--- src/rtl/ssd_scan_driver.sv ---
// ============================================================================
// Module      : ssd_scan_driver
// Description : Four-digit, common-anode, multiplexed seven-segment driver.
//               The 13-bit binary input is converted to BCD by a sequential
//               double-dabble engine (one shift per clock). The result is
//               scanned across the digits at a divided refresh rate, with
//               optional leading-zero blanking.
// Ports       : clk   - system clock, rising edge
//               rst   - asynchronous, active-low reset
//               num   - unsigned value to display, 0..8191
//               anode - digit enables, active-low, bit0 = units
//               seg   - segments {g,f,e,d,c,b,a}, active-low
//               busy  - high while a conversion is in progress
//               bcd   - displayed digits {thousands,hundreds,tens,units}
// Revision    : 1.0 - initial release
// ============================================================================
`default_nettype none

module ssd_scan_driver #(
  parameter int SCAN_BITS = 18,
  parameter bit BLANK_LZ  = 1'b1
) (
  input  logic        clk,
  input  logic        rst,
  input  logic [12:0] num,
  output logic [3:0]  anode,
  output logic [6:0]  seg,
  output logic        busy,
  output logic [15:0] bcd
);

  localparam logic [3:0] NUM_SHIFTS = 4'd13;

  typedef enum logic [1:0] {
    IDLE  = 2'd0,
    SHIFT = 2'd1,
    LOAD  = 2'd2
  } state_t;

  state_t         state;
  state_t         state_nxt;
  logic           capture;
  logic           do_shift;
  logic           do_load;

  logic [12:0]    last_num;
  logic [12:0]    bin;
  logic [15:0]    bcd_work;
  logic [15:0]    bcd_adj;
  logic [3:0]     count;

  logic [SCAN_BITS-1:0] refresh;
  logic [1:0]     sel;
  logic [3:0]     digit;
  logic           blank;
  logic [6:0]     seg_nxt;

  // --------------------------------------------------------------------------
  // Conversion FSM
  // --------------------------------------------------------------------------
  always_ff @(posedge clk or negedge rst) begin
    if (!rst) state <= IDLE;
    else      state <= state_nxt;
  end

  always_comb begin
    state_nxt = state;
    capture   = 1'b0;
    do_shift  = 1'b0;
    do_load   = 1'b0;
    case (state)
      IDLE: begin
        // Comparing against the last captured value lets a change made
        // during a conversion start a fresh one once this one finishes.
        if (num != last_num) begin
          capture   = 1'b1;
          state_nxt = SHIFT;
        end
      end
      SHIFT: begin
        do_shift = 1'b1;
        if (count == 4'd1) state_nxt = LOAD;
      end
      LOAD: begin
        do_load   = 1'b1;
        state_nxt = IDLE;
      end
      default: state_nxt = IDLE;
    endcase
  end

  // Add-3 correction applied to every working nibble before each shift.
  for (genvar i = 0; i < 4; i++) begin : g_adj
    assign bcd_adj[i*4 +: 4] = (bcd_work[i*4 +: 4] >= 4'd5) ?
                               bcd_work[i*4 +: 4] + 4'd3 :
                               bcd_work[i*4 +: 4];
  end

  always_ff @(posedge clk or negedge rst) begin
    if (!rst) begin
      last_num <= '0;
      bin      <= '0;
      bcd_work <= '0;
      count    <= '0;
      bcd      <= '0;
      busy     <= 1'b0;
    end else begin
      if (capture) begin
        last_num <= num;
        bin      <= num;
        bcd_work <= '0;
        count    <= NUM_SHIFTS;
        busy     <= 1'b1;
      end
      if (do_shift) begin
        {bcd_work, bin} <= {bcd_adj[14:0], bin, 1'b0};
        count           <= count - 4'd1;
      end
      // Only the finished result reaches bcd; the display never sees the
      // working register.
      if (do_load) begin
        bcd  <= bcd_work;
        busy <= 1'b0;
      end
    end
  end

  // --------------------------------------------------------------------------
  // Digit scanning
  // --------------------------------------------------------------------------
  assign sel = refresh[SCAN_BITS-1 -: 2];

  always_comb begin
    digit = bcd[3:0];
    case (sel)
      2'd0: digit = bcd[3:0];
      2'd1: digit = bcd[7:4];
      2'd2: digit = bcd[11:8];
      2'd3: digit = bcd[15:12];
      default: digit = bcd[3:0];
    endcase
  end

  if (BLANK_LZ) begin : g_blank
    // A digit is a leading zero when it and every digit above it are zero.
    always_comb begin
      blank = 1'b0;
      case (sel)
        2'd1: blank = (bcd[15:4] == 12'd0);
        2'd2: blank = (bcd[15:8] == 8'd0);
        2'd3: blank = (bcd[15:12] == 4'd0);
        default: blank = 1'b0;
      endcase
    end
  end else begin : g_no_blank
    assign blank = 1'b0;
  end

  always_comb begin
    seg_nxt = 7'b1111111;
    if (!blank) begin
      case (digit)
        4'd0: seg_nxt = 7'b1000000;
        4'd1: seg_nxt = 7'b1111001;
        4'd2: seg_nxt = 7'b0100100;
        4'd3: seg_nxt = 7'b0110000;
        4'd4: seg_nxt = 7'b0011001;
        4'd5: seg_nxt = 7'b0010010;
        4'd6: seg_nxt = 7'b0000010;
        4'd7: seg_nxt = 7'b1111000;
        4'd8: seg_nxt = 7'b0000000;
        4'd9: seg_nxt = 7'b0010000;
        default: seg_nxt = 7'b1111111;
      endcase
    end
  end

  always_ff @(posedge clk or negedge rst) begin
    if (!rst) begin
      refresh <= '0;
      anode   <= 4'b1111;
      seg     <= 7'b1111111;
    end else begin
      refresh <= refresh + 1'b1;
      anode   <= ~(4'b0001 << sel);
      seg     <= seg_nxt;
    end
  end

endmodule

`default_nettype wire

--- config.mk ---
export PLATFORM = sky130hd
export DESIGN_NAME = ssd_scan_driver
export DESIGN_NICKNAME = d
export VERILOG_FILES = /design/src/rtl/ssd_scan_driver.sv
export SDC_FILE = /design/constraint.sdc
export NUM_CORES = 1
export LEC_CHECK = 0
export BUFFER_PORTS_ARGS = -buffer_cell sky130_fd_sc_hd__buf_2
export CAP_MARGIN = 20
export CORE_ASPECT_RATIO = 0.75
export CORE_UTILIZATION = 47
export DETAILED_ROUTE_END_ITERATION = 12
export PLACE_DENSITY = 0.63
export SLEW_MARGIN = 10
export SYNTH_ARGS = -nofsm -noshare
export SYNTH_HDL_FRONTEND = slang
export SYNTH_SLANG_ARGS = --single-unit
--- constraint.sdc ---
create_clock -name clk -period 4.5 [get_ports clk]
set_input_delay 0.9 -clock clk [delete_from_list [all_inputs] [get_ports clk]]
set_output_delay 0.9 -clock clk [all_outputs]
set_load 0.02 [all_outputs]
Yosys cells after proc, flatten, opt, wreduce, memory -nomap -nowiden --
Memories as Yosys holds them, arrays and structs flattened. Index checks and enable logic that the tools add are counted. Widths: inputs -> output; s select.
Word-level totals: flip-flop bits (word level) 94, bits in latches 0, RAM bits 0, ROM bits 112, input port bits 15, output and inout bits 28, word-level logic and storage cells 62, memories 1
Memories:
- (name not given) | words 16, bits a word 7, rd ports 1, clocked after Yosys merged registers in 0, write ports 0, RTL line 162 | case (digit)
Cells by class: add/subtract/negate cells 6, multiply operators 0, div/mod/pow operators 0, order comparisons 4, eq/ne operators 9, shift-type cells 1, multiplexer cells 22, bitwise operators 1, reduce and logical (&&, ||, !) cells 8
Operators with widths (count):
- $mux 16 | 2
- $mux 13 | 2
- $mux 4 | 5
- $add 18x1->18 const B | 1
- $ge 4x3->1 const B | 4
- $pmux 4 s4 | 1
- $ne 13x13->1 | 1
- $add 4x2->4 const B | 3
- $logic_not 12->1 | 1
- $logic_not 8->1 | 1
- $mux 7 | 1
- $eq 2x2->1 const B | 3
- $mux 1 | 6
- $eq 2x1->1 const B | 2
- $eq 4x1->1 const B | 1
- $logic_not 2->1 | 2
- $logic_not 4->1 | 1
- $mux 2 | 2
- $ne 2x2->1 const B | 2
- $not 4->4 | 1
- $pmux 2 s2 | 1
- $reduce_bool 2->1 | 2
- $shl 1x2->4 const A | 1
- $sub 4x1->4 const B | 1
- other kinds (4) | 4

Depth between registers and ports, before layout --
Gate-level depths: netlist (run 1).
depth after elaboration 5, mapped depth 7, depth with buffers taken out 7

Least setup slack after synthesis (run 1) --
No wires, ideal clock.
path type input -> register, start input num[4], end register last_num[10], setup time 0.127 ns, arrival time 2.311 ns, required time 4.373 ns, path slack 2.061 ns, stages 7, path buffers 2, cells stage by stage xnor2_1 nand4_1 nor4_4 or2_1 buf_4 buf_6 mux2_1
Between the ends: cells in the longest elaborated chain, start to end 3
Ends and longest elaborated chain:
- start: declaration | RTL line 25 | input logic [12:0] num,
- $ne 13x13->1 | RTL line 75 | if (num != last_num) begin
- $mux 1 | RTL line 75
- $mux 1 | RTL line 71 | case (state)
- end signal: assignment | RTL line 109 | last_num <= num;
- end: declaration | RTL line 46 | logic [12:0] last_num;
No other way between the ends. A chain may end at the register's enable or synchronous reset.

Worst setup path in the final report (run 1) --
start input num[8], end register last_num[1]
The elaborated chain is that of the path after synthesis.

==> metrics.txt, run 1 <==
Die Y 85.48 um; CTS sink count 94; Site Rows 30; initial antenna violation count 0; CTS Buf Count 9; NumNets Final 461; pin count of the biggest net entering global routing 72; Clock Tree Root clkbuf_16; fin crit share 61.93%; Non-Filler Instances 565; reg2reg start last_num[8]; register bit total from synthesis 94; CP Class in -> reg; Post-CTS Resized 0; ys async rst share 100.0%; Post-Route WL 8227 um; pre-CTS setup slack 1.388 ns; crit path launch num[8]; DR iter-0 viols 132; fmax 0.3588 GHz; H-tree lvl count 3; Post-DP HPWL 5571 um; post-CTS setup buffers 0; via count 2,983; setup TNS 0 ns; Yosys Warn Count 0; most frequent cells in the layout dfrtp_1, buf_2, nand2_1; Mapped Cells 391; CTS clk-pin slew, worst paths 0.06 ns; area of the multi-input gates 0.001814 mm^2; status complete, no violations; sequential area share after synthesis 54.18%; crit path time final 2.787 ns; RR Endpoint last_num[1]; Syn Std Cell Area 0.004367 mm^2; # hold bufs at CTS 0; Tot GR Track Use 18.37%; clk_skew 0.006687 ns; min setup slack post-route 1.713 ns; Setup crit start kind primary input; RePlAce Congestion 0.7480; final design instance area without fill 0.005025 mm^2; Register Area 0.002366 mm^2; Clock Latency Late Sink 0.33 ns; max-slew violation count 0; setup slack, reg-to-reg 2.02 ns; Starting Density 48.27%; placed insts 547; count of flip-flops with a built-in enable after synthesis 0; largest cells by area after synthesis dfrtp_1, dfstp_2, xnor2_1, ha_1, nand2_1; IO Port Bufs 42; Bufs on Longest Clock Path 2; headroom to the max-slew limit 41.13%; hold depth 1; CTS tree built; First-pass DRT Iterations 4; Leak Pwr 2.275 nW; Inserted Diodes 0; vias in the first global route 2,781; drt drc 0; Critical Path AT 3.00 ns; Chip Width 113.3 um; post-synth top area cell dfrtp_1; most common cell after layout, fill and taps aside dfrtp_1; Worst Setup EP last_num[1]; Vias per Instance 5.280; Post-DRT Antenna Nets 0; crit path max fanout 14; post-DR wirelength/cell 14.56 um; I/O pin count 43; Hold WC Path Type reg -> reg; Post-Syn Nets 420; worst vdd ir 216.9 uV; Synth Area per Inst 11.17 um^2; placed inst area 0.004677 mm^2; Top FF cell, synth dfrtp_1; layout cells sized above 1 20.59%; GRT overflow 0; area grow syn2layout 15.07%; RSZ-0062 raised after global routing no; power density over the cells 671.0 mW/mm^2; Tightest Pin Transition 0.8830 ns; path depth of the worst reg2reg path 5; max-cap violations 0; Final setup viols 0; Die Area 0.009684 mm^2; total chip power 3.372 mW; global-route wire length before repair 13,700 um; Yosys top cell area share 47.56%; CP Capture Type flip-flop; Worst Hold Launch refresh[0]; Synth cell types 44; core region area 0.009046 mm^2; final hold violation count 0; Fillers 756; CP Data Required Time 4.72 ns
-- worst min-delay path by stage --
stage / endpoint / slack (ns)
2_1_floorplan: refresh[0] / 0.42
3_3_place_gp: refresh[0] / 0.44
3_5_place_dp: refresh[0] / 0.45
4_1_cts: refresh[0] / 0.46
5_1_grt: refresh[9] / 0.47
6_report: refresh[0] / 0.46
-- area by class of cell --
class	count	area share, %
well taps	128	3.187
clock buffers	11	4.831
clock inverters	5	1.643
multi-input cells	252	36.11
flip-flops and latches	94	47.09
inverters	29	2.166
repair buffers	46	4.980
-- registers in the layout, summed over array words and instances, names as in the netlist --
register,flops
anode,4
bcd,16
bcd_work,16
bin,13
busy,1
count,4
last_num,13
refresh,18
seg,7
state,2
-- synth_stat cells (all sizes together), types with 4 or more instances --
library cell  count
o2bb2ai           4
xor2              8
nor2             17
mux2             20
a22o              4
o21ai            25
nand4             6
inv              29
mux4              4
ha               14
o32ai            15
dfstp            11
xnor2            28
a21oi            22
dfrtp            83
clkbuf            9
nand2b            7
nand3             7
nor3              4
o22ai             6
nand2            36
buf               7
-- worst max-delay path, cell delays in order --
cell,delay [ns]
buf_2,0.13
xnor2_1,0.18
nand3_1,0.15
nor4_4,0.63
or2_1,0.61
mux2_2,0.40
-- power breakdown --
part	switching, mW	internal (mW)	leakage [nW]
clock network	0.309	0.502	0.148
registers	0.236	1.16	1.15
logic	0.647	0.523	0.981
total	1.19	2.18	2.28
-- metrics by stage --
step,util [%],hold WS (ns)
floorplan,-,0.4224
global route,55.55,0.4728
finish,55.55,0.4588
CTS,55.30,0.4617
global placement,51.70,0.4420
detailed placement,51.70,0.4522
-- logic make-up after synthesis --
| kind of cell | after synthesis | synth area share [%] |
|---|---|---|
| AO/OA/AOI/OAI | 86 | 12.69 |
| flip-flops | 94 | 54.18 |
| multiplexers | 25 | 7.450 |
| AND/OR/NAND/NOR | 91 | 10.17 |
| adder cells (fa/ha/maj) | 14 | 4.012 |
| buffers and inverters | 45 | 4.269 |
| XOR/XNOR | 36 | 7.221 |
-- per-layer routing --
metal	GRT usage, %	wire length [um]	up-vias
li1	-	-	1446
met2	27.16	3618	48
met3	5.071	289	12
met4	4.665	80	0
met5	0	0	-
met1	26.83	4239	1477
(Power assumes the default switching activity.)
==> run 2: changes to the inputs <==
--- a/config.mk
+++ b/config.mk
@@ -5,12 +5,13 @@
 export SDC_FILE = /design/constraint.sdc
 export NUM_CORES = 1
 export LEC_CHECK = 0
+export ABC_AREA = 1
 export BUFFER_PORTS_ARGS = -buffer_cell sky130_fd_sc_hd__buf_2
 export CAP_MARGIN = 20
 export CORE_ASPECT_RATIO = 0.75
 export CORE_UTILIZATION = 47
 export DETAILED_ROUTE_END_ITERATION = 12
-export PLACE_DENSITY = 0.63
+export PLACE_DENSITY = 0.65
 export SLEW_MARGIN = 10
 export SYNTH_ARGS = -nofsm -noshare
 export SYNTH_HDL_FRONTEND = slang
==> constraint.sdc (replaced) <==
create_clock -name clk -period 2.4 [get_ports clk]
set_input_delay 0.48 -clock clk [delete_from_list [all_inputs] [get_ports clk]]
set_output_delay 0.48 -clock clk [all_outputs]
set_load 0.02 [all_outputs]
==> metrics.txt, run 2 <==
path depth of the worst reg2reg path 10 (+5); CTS sink count 94 (unchanged); crit path max fanout 6 (-8); Synth Area per Inst 8.131 um^2 (-27%); post-CTS setup buffers 0 (unchanged); via count 3,742 (+25%); power density over the cells 1269 mW/mm^2 (+89%); Sw Ratio 40.86% (+5.5 points); Top FF cell, synth dfrtp_1; Clock power frac 21.9% (-2.2 points); max reg flops 18 (unchanged); pin count of the biggest net entering global routing 41 (-43%); Yosys top cell area share 44.20% (-3.4 points); largest registers refresh (18), bcd (16), bcd_work (16); setup TNS 0 ns (unchanged); worst vdd ir 601.4 uV (+180%); Die Y 88.60 um (+3.7%); CTS clk-pin slew, worst paths 0.07 ns (about the same); RePlAce Congestion 0.8415 (+13%); largest cells by area after synthesis dfrtp_1, nand2_1, dfstp_2, o21ai_0, nand3_1; Critical Path AT 2.27 ns (-0.73 ns); max-slew violation count 0 (unchanged); fmax 0.5036 GHz; ys async rst share 100.0% (unchanged); Logic pwr share 40.0% (+5.3 points); Reg with most FFs refresh; fin crit share 82.74%; crit path cell chain inv_2, nor2_1, nand2_1, nand4_1, inv_1, ha_1, inv_1, o21ai_0, nand2_1, nand2_1; max-cap violations 0 (unchanged); worst hold slack 0.05548 ns (-0.4033 ns); layout cells sized above 1 15.34% (-5.3 points); most common cell in the netlist nand2_1; Post-CTS Resized 0 (unchanged); Mapped Cells 578 (+48%); final hold violation count 0 (unchanged); Post-Route WL 9610 um (+17%); Post-DP HPWL 6860 um (+23%); Starting Density 48.46% (+0.19 points); Final setup viols 0 (unchanged); final design instance area without fill 0.005381 mm^2 (+7.1%); initial antenna violation count 0 (unchanged); Post-synth top cells nand2_1, dfrtp_1, inv_1; CP Capture Type flip-flop; Synth cell types 32 (-27%); most frequent cells in the layout nand2_1, dfrtp_1, inv_1; cell family with most CP delay simple AND/OR/NAND/NOR gates; NumNets Final 650 (+41%); Setup crit start kind flip-flop; H-tree lvl count 3 (unchanged); CTS Buf Count 9 (unchanged); I/O pin count 43 (unchanged); Tot GR Track Use 20.26% (+1.9 points); status complete, no violations; Clock Latency Late Sink 0.34 ns (about the same); Post-DRT Antenna Nets 0 (unchanged); Die Area 0.01041 mm^2 (+7.5%); slowest CP cell dfrtp_1; Chip Width 117.5 um (+3.7%); placed inst area 0.005061 mm^2 (+8.2%); Pint 4.040 mW (+85%); CTS tree built; DR iter-0 viols 256 (+94%); fin util 55.50% (about the same); Fillers 899 (+19%); count of flip-flops with a built-in enable after synthesis 0 (unchanged); Post-Syn Nets 607 (+45%); RSZ-0062 raised after global routing no; Vias per Instance 4.937 (-6.5%); Clock Tree Root clkbuf_16; Leak Pwr 2.888 nW (+27%); headroom to the max-slew limit 41.13% (about the same); global-route wire length before repair 16,600 um (+21%); CP Class reg -> reg; drt drc 0 (unchanged); CP Buf/Inv Count 3 (+2); Hold WC Path Type in -> async; core region area 0.009697 mm^2 (+7.2%); Inserted Diodes 0 (unchanged); First-pass DRT Iterations 4 (unchanged); CP Data Required Time 2.68 ns (-2.04 ns); CP dominant cell by count nand2_1; most common cell after layout, fill and taps aside nand2_1; Site Rows 31 (+3.3%); post-DR wirelength/cell 12.68 um (-13%); area grow syn2layout 14.51%; post-synth top area cell dfrtp_1; IO Port Bufs 42 (unchanged); Largest stage delay, worst path 0.52 ns (-0.11 ns); sequential area share after synthesis 50.35% (-3.8 points); Tightest Pin Transition 0.8809 ns (-0.002146 ns); crit path time final 1.986 ns; Bufs on Longest Clock Path 2 (unchanged); GRT overflow 0 (unchanged); Syn Std Cell Area 0.004700 mm^2 (+7.6%); register bit total from synthesis 94 (unchanged); clk_skew 0.008382 ns (+0.001695 ns); # hold bufs at CTS 0 (unchanged); Yosys Warn Count 0 (unchanged); Switch Pwr 2.791 mW (+130%); vias in the first global route 3,523 (+27%); Sequential Power Share 38.0% (-3.3 points); Crit. path cell count 10 (+4)
## run 2: cell types whose count changed after synthesis, sizes merged, moves of 9 or more
cell | previous run | this run
nand3 | 7 | 55
nand2 | 36 | 189
xnor2 | 28 | 5
inv | 29 | 68
mux2 | 20 | 0
nor2 | 17 | 34
o21ai | 25 | 57
o32ai | 15 | 0
a21oi | 22 | 13
## run 2: path summary, 6_finish.rpt
kind / from / end / slack, ns
worst max-delay path: refresh[16] / seg[3] / 0.41
worst min-delay path: rst / refresh[1] / 0.06
worst max register to register: refresh[16] / seg[3] / 0.41
worst min register to register: refresh[0] / refresh[0] / 0.45
max in group asynchronous: rst / bcd_work[5] / 1.75
min in group clk: num[10] / last_num[10] / 0.44
## run 2: through the flow
step	std cells	setup WS [ns]	power (mW)
after floorplan	578	0.7706	4.653
after global placement	742	0.5568	5.274
after detailed placement	742	0.4679	5.373
after CTS	758	0.4254	6.905
after global routing	758	0.1960	7.464
final	758	0.4143	6.831
## run 2: power by group through the flow
stage / combinational (mW) / clock, mW / sequential (mW)
6_report: 2.74 / 1.50 / 2.60
5_1_grt: 3.19 / 1.60 / 2.67
4_1_cts: 2.77 / 1.55 / 2.59
3_5_place_dp: 2.76 / 0 / 2.61
3_3_place_gp: 2.67 / 0 / 2.60
2_1_floorplan: 1.97 / 0 / 2.68
## run 2: layout make-up
class / instances / area (um^2) / area share (%)
clock buffers: 12 / 267.8 / 4.976
clock inverters: 4 / 52.55 / 0.9765
inverters: 69 / 260.3 / 4.836
multi-input cells: 398 / 1992 / 37.01
flip-flops and latches: 94 / 2366 / 43.97
well taps: 132 / 165.2 / 3.069
repair buffers: 49 / 277.8 / 5.162
## run 2: cell families after synthesis
kind of cell               after synthesis  synth area share, %
AOI/OAI and AO/OA                       72                8.254
xor gates and xnor gates                20                3.727
adders and majority gates               14                3.727
buffers and inverters                   86                7.268
DFF                                     94                50.35
and+or+nand+nor                        292                26.68
## run 2: metal layers
layer / global-route usage, % / up-vias / part of all wire, %
met5: 0 / - / 0
met4: 6.760 / 0 / 1.3
met3: 4.768 / 15 / 2.8
met2: 32.60 / 57 / 46
met1: 27.37 / 1760 / 50
li1: - / 1910 / -
